`src/rtl/pipe_ctrl.sv`:
```
// Pipeline sequencing controller for the five-stage RV32 core: post-reset flush,
// load-use / branch hazard resolution, data-memory wait hold with timeout, and operand forwarding.
module pipe_ctrl #(
  parameter int FLUSH_CYCLES = 2,
  parameter int TIMEOUT      = 15
) (
  input  logic       clk,
  input  logic       reset,
  input  logic [4:0] Rs1D,
  input  logic [4:0] Rs2D,
  input  logic [4:0] Rs1E,
  input  logic [4:0] Rs2E,
  input  logic [4:0] RdE,
  input  logic [1:0] ResultSrcE,
  input  logic       PCSrcE,
  input  logic [4:0] RdM,
  input  logic [4:0] RdW,
  input  logic       RegWriteM,
  input  logic       RegWriteW,
  input  logic       MemReqM,
  input  logic       MemReadyM,
  output logic       StallF,
  output logic       StallD,
  output logic       StallE,
  output logic       StallM,
  output logic       FlushD,
  output logic       FlushE,
  output logic       FlushM,
  output logic       FlushW,
  output logic [1:0] ForwardAE,
  output logic [1:0] ForwardBE,
  output logic       Running,
  output logic       MemErr
);

  typedef enum logic [1:0] {ST_INIT = 2'd0, ST_RUN = 2'd1, ST_MEMWAIT = 2'd2} state_t;

  state_t     r_state, w_state_nxt;
  logic [3:0] r_init_cnt, w_init_nxt;
  logic [7:0] r_wait_cnt, w_wait_nxt;
  logic       r_mem_err, w_err_nxt;
  logic       w_memwait, w_load_use, w_branch;

  function automatic logic [1:0] fwd_sel(input logic [4:0] rs, input logic wr_m,
                                         input logic [4:0] rd_m, input logic wr_w,
                                         input logic [4:0] rd_w);
    if (wr_m && rd_m != 5'd0 && rd_m == rs)
      return 2'b10;
    else if (wr_w && rd_w != 5'd0 && rd_w == rs)
      return 2'b01;
    else
      return 2'b00;
  endfunction

  assign w_memwait  = MemReqM & ~MemReadyM;
  assign w_load_use = (ResultSrcE == 2'b01) && (RdE != 5'd0) && ((RdE == Rs1D) || (RdE == Rs2D));
  assign w_branch   = PCSrcE;

  // State follows the pipeline registers, which capture on the falling edge
  always_ff @(negedge clk or negedge reset) begin
    if (!reset) begin
      r_state    <= ST_INIT;
      r_init_cnt <= 4'(FLUSH_CYCLES);
      r_wait_cnt <= 8'd0;
      r_mem_err  <= 1'b0;
    end else begin
      r_state    <= w_state_nxt;
      r_init_cnt <= w_init_nxt;
      r_wait_cnt <= w_wait_nxt;
      r_mem_err  <= w_err_nxt;
    end
  end

  always_comb begin
    w_state_nxt = r_state;
    w_init_nxt  = r_init_cnt;
    w_wait_nxt  = r_wait_cnt;
    w_err_nxt   = r_mem_err;
    case (r_state)
      ST_INIT: begin
        w_init_nxt = r_init_cnt - 4'd1;
        // A zero count can only come from an illegal parameter; leave rather than wrap
        if (r_init_cnt <= 4'd1)
          w_state_nxt = ST_RUN;
      end
      ST_RUN: begin
        if (w_memwait) begin
          w_state_nxt = ST_MEMWAIT;
          w_wait_nxt  = 8'd1;
        end
      end
      ST_MEMWAIT: begin
        if (w_memwait) begin
          w_wait_nxt = (r_wait_cnt == 8'hFF) ? 8'hFF : r_wait_cnt + 8'd1;
        end else begin
          w_state_nxt = ST_RUN;
          w_wait_nxt  = 8'd0;
        end
      end
      default: w_state_nxt = ST_INIT;
    endcase
    if (w_state_nxt == ST_MEMWAIT && w_wait_nxt == 8'(TIMEOUT))
      w_err_nxt = 1'b1;
  end

  always_comb begin
    StallF    = 1'b0;
    StallD    = 1'b0;
    StallE    = 1'b0;
    StallM    = 1'b0;
    FlushD    = 1'b0;
    FlushE    = 1'b0;
    FlushM    = 1'b0;
    FlushW    = 1'b0;
    ForwardAE = 2'b00;
    ForwardBE = 2'b00;
    if (r_state == ST_INIT) begin
      StallF = 1'b1;
      FlushD = 1'b1;
      FlushE = 1'b1;
      FlushM = 1'b1;
      FlushW = 1'b1;
    end else begin
      ForwardAE = fwd_sel(Rs1E, RegWriteM, RdM, RegWriteW, RdW);
      ForwardBE = fwd_sel(Rs2E, RegWriteM, RdM, RegWriteW, RdW);
      if (w_memwait) begin
        StallF = 1'b1;
        StallD = 1'b1;
        StallE = 1'b1;
        StallM = 1'b1;
        FlushW = 1'b1;
      end else if (w_branch) begin
        // A taken branch squashes the instruction the load-use stall would have held
        FlushD = 1'b1;
        FlushE = 1'b1;
      end else if (w_load_use) begin
        StallF = 1'b1;
        StallD = 1'b1;
        FlushE = 1'b1;
      end
    end
  end

  assign Running = (r_state != ST_INIT);
  assign MemErr  = r_mem_err;

endmodule

```
`config.mk`:
```
export PLATFORM = sky130hd
export DESIGN_NAME = pipe_ctrl
export DESIGN_NICKNAME = d
export VERILOG_FILES = /design/src/rtl/pipe_ctrl.sv
export SDC_FILE = /design/constraint.sdc
export NUM_CORES = 1
export LEC_CHECK = 0
export CAP_MARGIN = 40
export CORE_MARGIN = 5
export CORE_UTILIZATION = 39
export DETAILED_ROUTE_END_ITERATION = 16
export HOLD_SLACK_MARGIN = 0.06
export PLACE_DENSITY = 0.77
export SYNTH_ARGS = -nofsm -noshare
export SYNTH_HDL_FRONTEND = slang
export SYNTH_SLANG_ARGS = --single-unit
```
`constraint.sdc`:
```
create_clock -name clk -period 2.5 [get_ports clk]
set_input_delay 0.75 -clock clk [delete_from_list [all_inputs] [get_ports clk]]
set_output_delay 0.75 -clock clk [all_outputs]
set_load 0.05 [all_outputs]
```
==> impl_metrics.csv <==
group,metric,value,unit
clock_network,cts_root_buf,"clkbuf_4",
power,combPwrFrac,80.0,%
critical_path,rrSetupSlack,-120,ps
global_route,grt_pass1_wl,9.40,mm
power,peakVddDrop,429,uV
clock_network,cts_tree,"built",
sta,grt_setup_unrepaired,"true",
route,route.detailed.drc,0,
yosys,synth_xor_area_share,20.4,%
yosys,synth.most_common_cell,"xnor2_1",
yosys,syn_area,0.00142,sq mm
clock_network,htreeDepth,1,
route,vias_per_cell,5.86,
sta,timing.hold.ws,471,ps
route,first_pass_iters,4,
global_route,grt_usage,24.2,%
floorplanning,die_h,70.3,um
route,routed_wl,7.50,mm
placement,portBuffers,57,
critical_path,reg2reg_depth,11,
finish,layout-drive-gt1-share,45.4,%
clock_network,insertion_delay,360,ps
critical_path,r2r-start,"r_state[0]",
placement,place_hpwl,3.94,mm
critical_path,worstPathCellList,"inv_2, ha_4, inv_12, o211ai_1, or4_4, nor4_4, buf_12",
yosys,synthFlopType,"dfrtn_1",
route,ant_nets,0,
critical_path,critPathTopFamily,"simple AND/OR/NAND/NOR gates",
critical_path,crit_cells,7,
clock_network,cts_sinks,15,
sta,hold_violations,0,
power,pwr-share-clk,6.2,%
power,switching_power,1240,uW
power,total_power,2680,uW
yosys,synth_compound_area_share,19.3,%
power,swShare,46.3,%
floorplanning,std_cell_rows,22,
placement,placedInstanceArea,0.00263,sq mm
route,drtIter0Drc,264,
critical_path,crit_buf_inv,3,
global_route,grt_pass1_vias,1945,
yosys,synth_enable_flop_cells,0,
min_path,hp-class,"flip-flop to flip-flop",
critical_path,path_class,"flip-flop to output pin",
finish,diodes,0,
critical_path,worst_path_max_delay_cell,"dfrtn_1",
status,violations,"negative setup slack",
floorplanning,initial_core_util,39.7,%
yosys,ys_async_sr_fraction,100,%
clock_network,clkSlewWorstSetupHoldPaths,70,ps
yosys,yosys.area.top_type_share,24.7,%
clock_network,clk_path_buf_depth,2,
flow_run,maxCapViolations,0,
placement,routabilityCongestion,0.869,
sta,maxSlewHeadroom,69.2,%
status,status,"complete, but fails checks",
yosys,synth_simple_gate_area_share,23.4,%
global_route,overflow,0,
critical_path,cp-start-kind,"flip-flop",
global_route,grt_start_max_net_pins,12,
floorplanning,io_pins,58,
finish,nets,343,
yosys,synth_cells,165,
yosys,muxShareOfSynthArea,0,%
yosys,seq_area_frac_synth,26.5,%
yosys,synth_area_per_cell,8.60,sq um
yosys,syn_nets,216,
clock_network,cts_hold_buf,0,
power,p_leak,0.00131,uW
finish,finalInstanceArea,0.00313,sq mm
yosys,synth_top_family_by_area,"simple AND/OR/NAND/NOR gates",
finish,area_growth_syn_to_layout,121,%
yosys,synth_fa_ha_area_share,6.17,%
yosys,ys_warn_count,0,
power,cell_internal_pwr,1440,uW
yosys,synth_area_leaders,"dfrtn_1 (25%), xnor2_1 (13%), xor2_1 (7.4%)",
critical_path,cp-startpoint,"r_state[0]",
yosys,ys_ff_latch,15,
yosys,synth_area_leader_cell,"dfrtn_1",
yosys,yosysUniqueCellTypes,48,
power,seqPwrFrac,13.8,%
sta,fin_skew,59.8,ps
critical_path,critPathMaxStageDelay,450,ps
global_route,antenna_found_initial,0,
critical_path,required,1750,ps
sta,setup_viol,25,
floorplanning,core_area,0.00358,sq mm
route,wire_per_inst,22.1,um
critical_path,crit_path_end_kind,"output pin",
sta,fin_tns_setup,-18880,ps
clock_network,numCtsBuffers,3,
floorplanning,dieWidth,70.3,um
critical_path,cp.arrival,3240,ps
sta,setup_slack,-1490,ps
critical_path,worstPathMaxFanout,2,
finish,utilization,87.5,%
sta,drv_slew,0,
critical_path,reg2reg_to,"MemErr",
floorplanning,dieArea,0.00494,sq mm
sta,worst_pin_slew,462,ps
critical_path,crit_end,"ForwardBE[0]",
route,dr_total_vias,1988,
yosys,yosys-top-cells-count,"xnor2_1 (21), dfrtn_1 (14), nand2_1 (12), xor2_1 (12)",
power,power_density,857,mW/mm^2
## worst register-to-register path: stages (launching register included)
cell and delay (ps):
dfrtn_1 450, inv_2 60, buf_4 130, buf_4 120
buf_4 120, ha_1 350, nand4b_2 190, buf_6 150
a31oi_2 50, o22a_1 240, or3b_4 410, o41ai_4 340
## power by group through the flow
| stage | Combinational [uW] | Clock, uW | Sequential [uW] |
|---|---|---|---|
| final | 2150 | 165 | 370 |
| after global routing | 2220 | 176 | 371 |
| after CTS | 1680 | 155 | 356 |
| after detailed placement | 1460 | 5.01 | 359 |
| after global placement | 1440 | 5.01 | 355 |
| after floorplan | 833 | 5.01 | 351 |
## area by class of cell
cell class,count,area (sq um)
clock buffers,3,22.5
clock inverters,2,10.0
fillers,161,448
inverters,11,56.3
multi-input cells,136,1320
flip-flops and latches,15,377
well taps,48,60.1
repair buffers,124,1290
## per-layer routing
layer / track usage, % / vias up / wire length (um)
met5: 0 / - / 0
met4: 8.51 / 0 / 442
met3: 4.60 / 40 / 583
met2: 47.0 / 141 / 3880
met1: 25.3 / 948 / 2590
li1: - / 859 / -
## cells by family (layout without fill, tap and decap cells)
logic type,Yosys count,in the layout
buffers and inverters,14,140
AO/OA/AOI/OAI,38,38
AND/OR/NAND/NOR,58,58
adder cells (fa/ha/maj),7,7
XOR/XNOR,33,33
flip-flops,15,15
## placed cells by master, fill, tap and decap left out, types with 2 or more instances in the layout
cell type / synthesis / layout
nand3_1: 11 / 9
a31oi_1: 5 / 2
ha_1: 7 / 6
nor3_1: 4 / 2
buf_12: 0 / 14
or4_4: 0 / 2
nand3_4: 0 / 2
a21oi_1: 4 / 2
nor2_1: 8 / 6
inv_1: 11 / 8
xor2_1: 12 / 12
o21ai_4: 0 / 3
buf_4: 2 / 51
a31oi_4: 0 / 2
or4_1: 5 / 3
clkdlybuf4s50_1: 0 / 41
nand2_1: 12 / 9
buf_6: 0 / 15
nor4_4: 0 / 4
nand2_4: 0 / 2
o21ai_0: 7 / 4
clkbuf_4: 0 / 3
a21oi_4: 0 / 2
buf_8: 0 / 3
dfrtn_1: 14 / 14
xnor2_1: 21 / 21
inv_2: 1 / 2
and3_1: 3 / 3
inv_4: 0 / 2
nor2_4: 0 / 2
nor3_2: 0 / 2
## registers in the layout, indices dropped and copies added (netlist names)
signal,flops
MemErr,1
r_init_cnt,4
r_state,2
r_wait_cnt,8
## worst min-delay path by stage
stage / start / to / cells past startpoint
floorplan: r_init_cnt[3] / r_init_cnt[3] / 1
global placement: r_init_cnt[3] / r_init_cnt[3] / 1
detailed placement: r_init_cnt[0] / r_init_cnt[0] / 1
CTS: r_init_cnt[0] / r_init_cnt[0] / 1
global route: r_init_cnt[2] / r_init_cnt[2] / 1
finish: r_init_cnt[2] / r_init_cnt[2] / 1
## repair_timing
action | CTS | global route
resized for setup | 48 | 31
gates cloned | 0 | 0
buffers inserted | 12 | 12
setup endpoints to repair | 25 | 25
pin swaps | 10 | 10
## metrics by stage
stage | cells | worst slack (ps)
floorplan | 165 | -1640
global placement | 315 | -1420
detailed placement | 315 | -1510
CTS | 329 | -1470
global route | 339 | -1570
finish | 339 | -1490
Power figures use the tool's default switching activity.
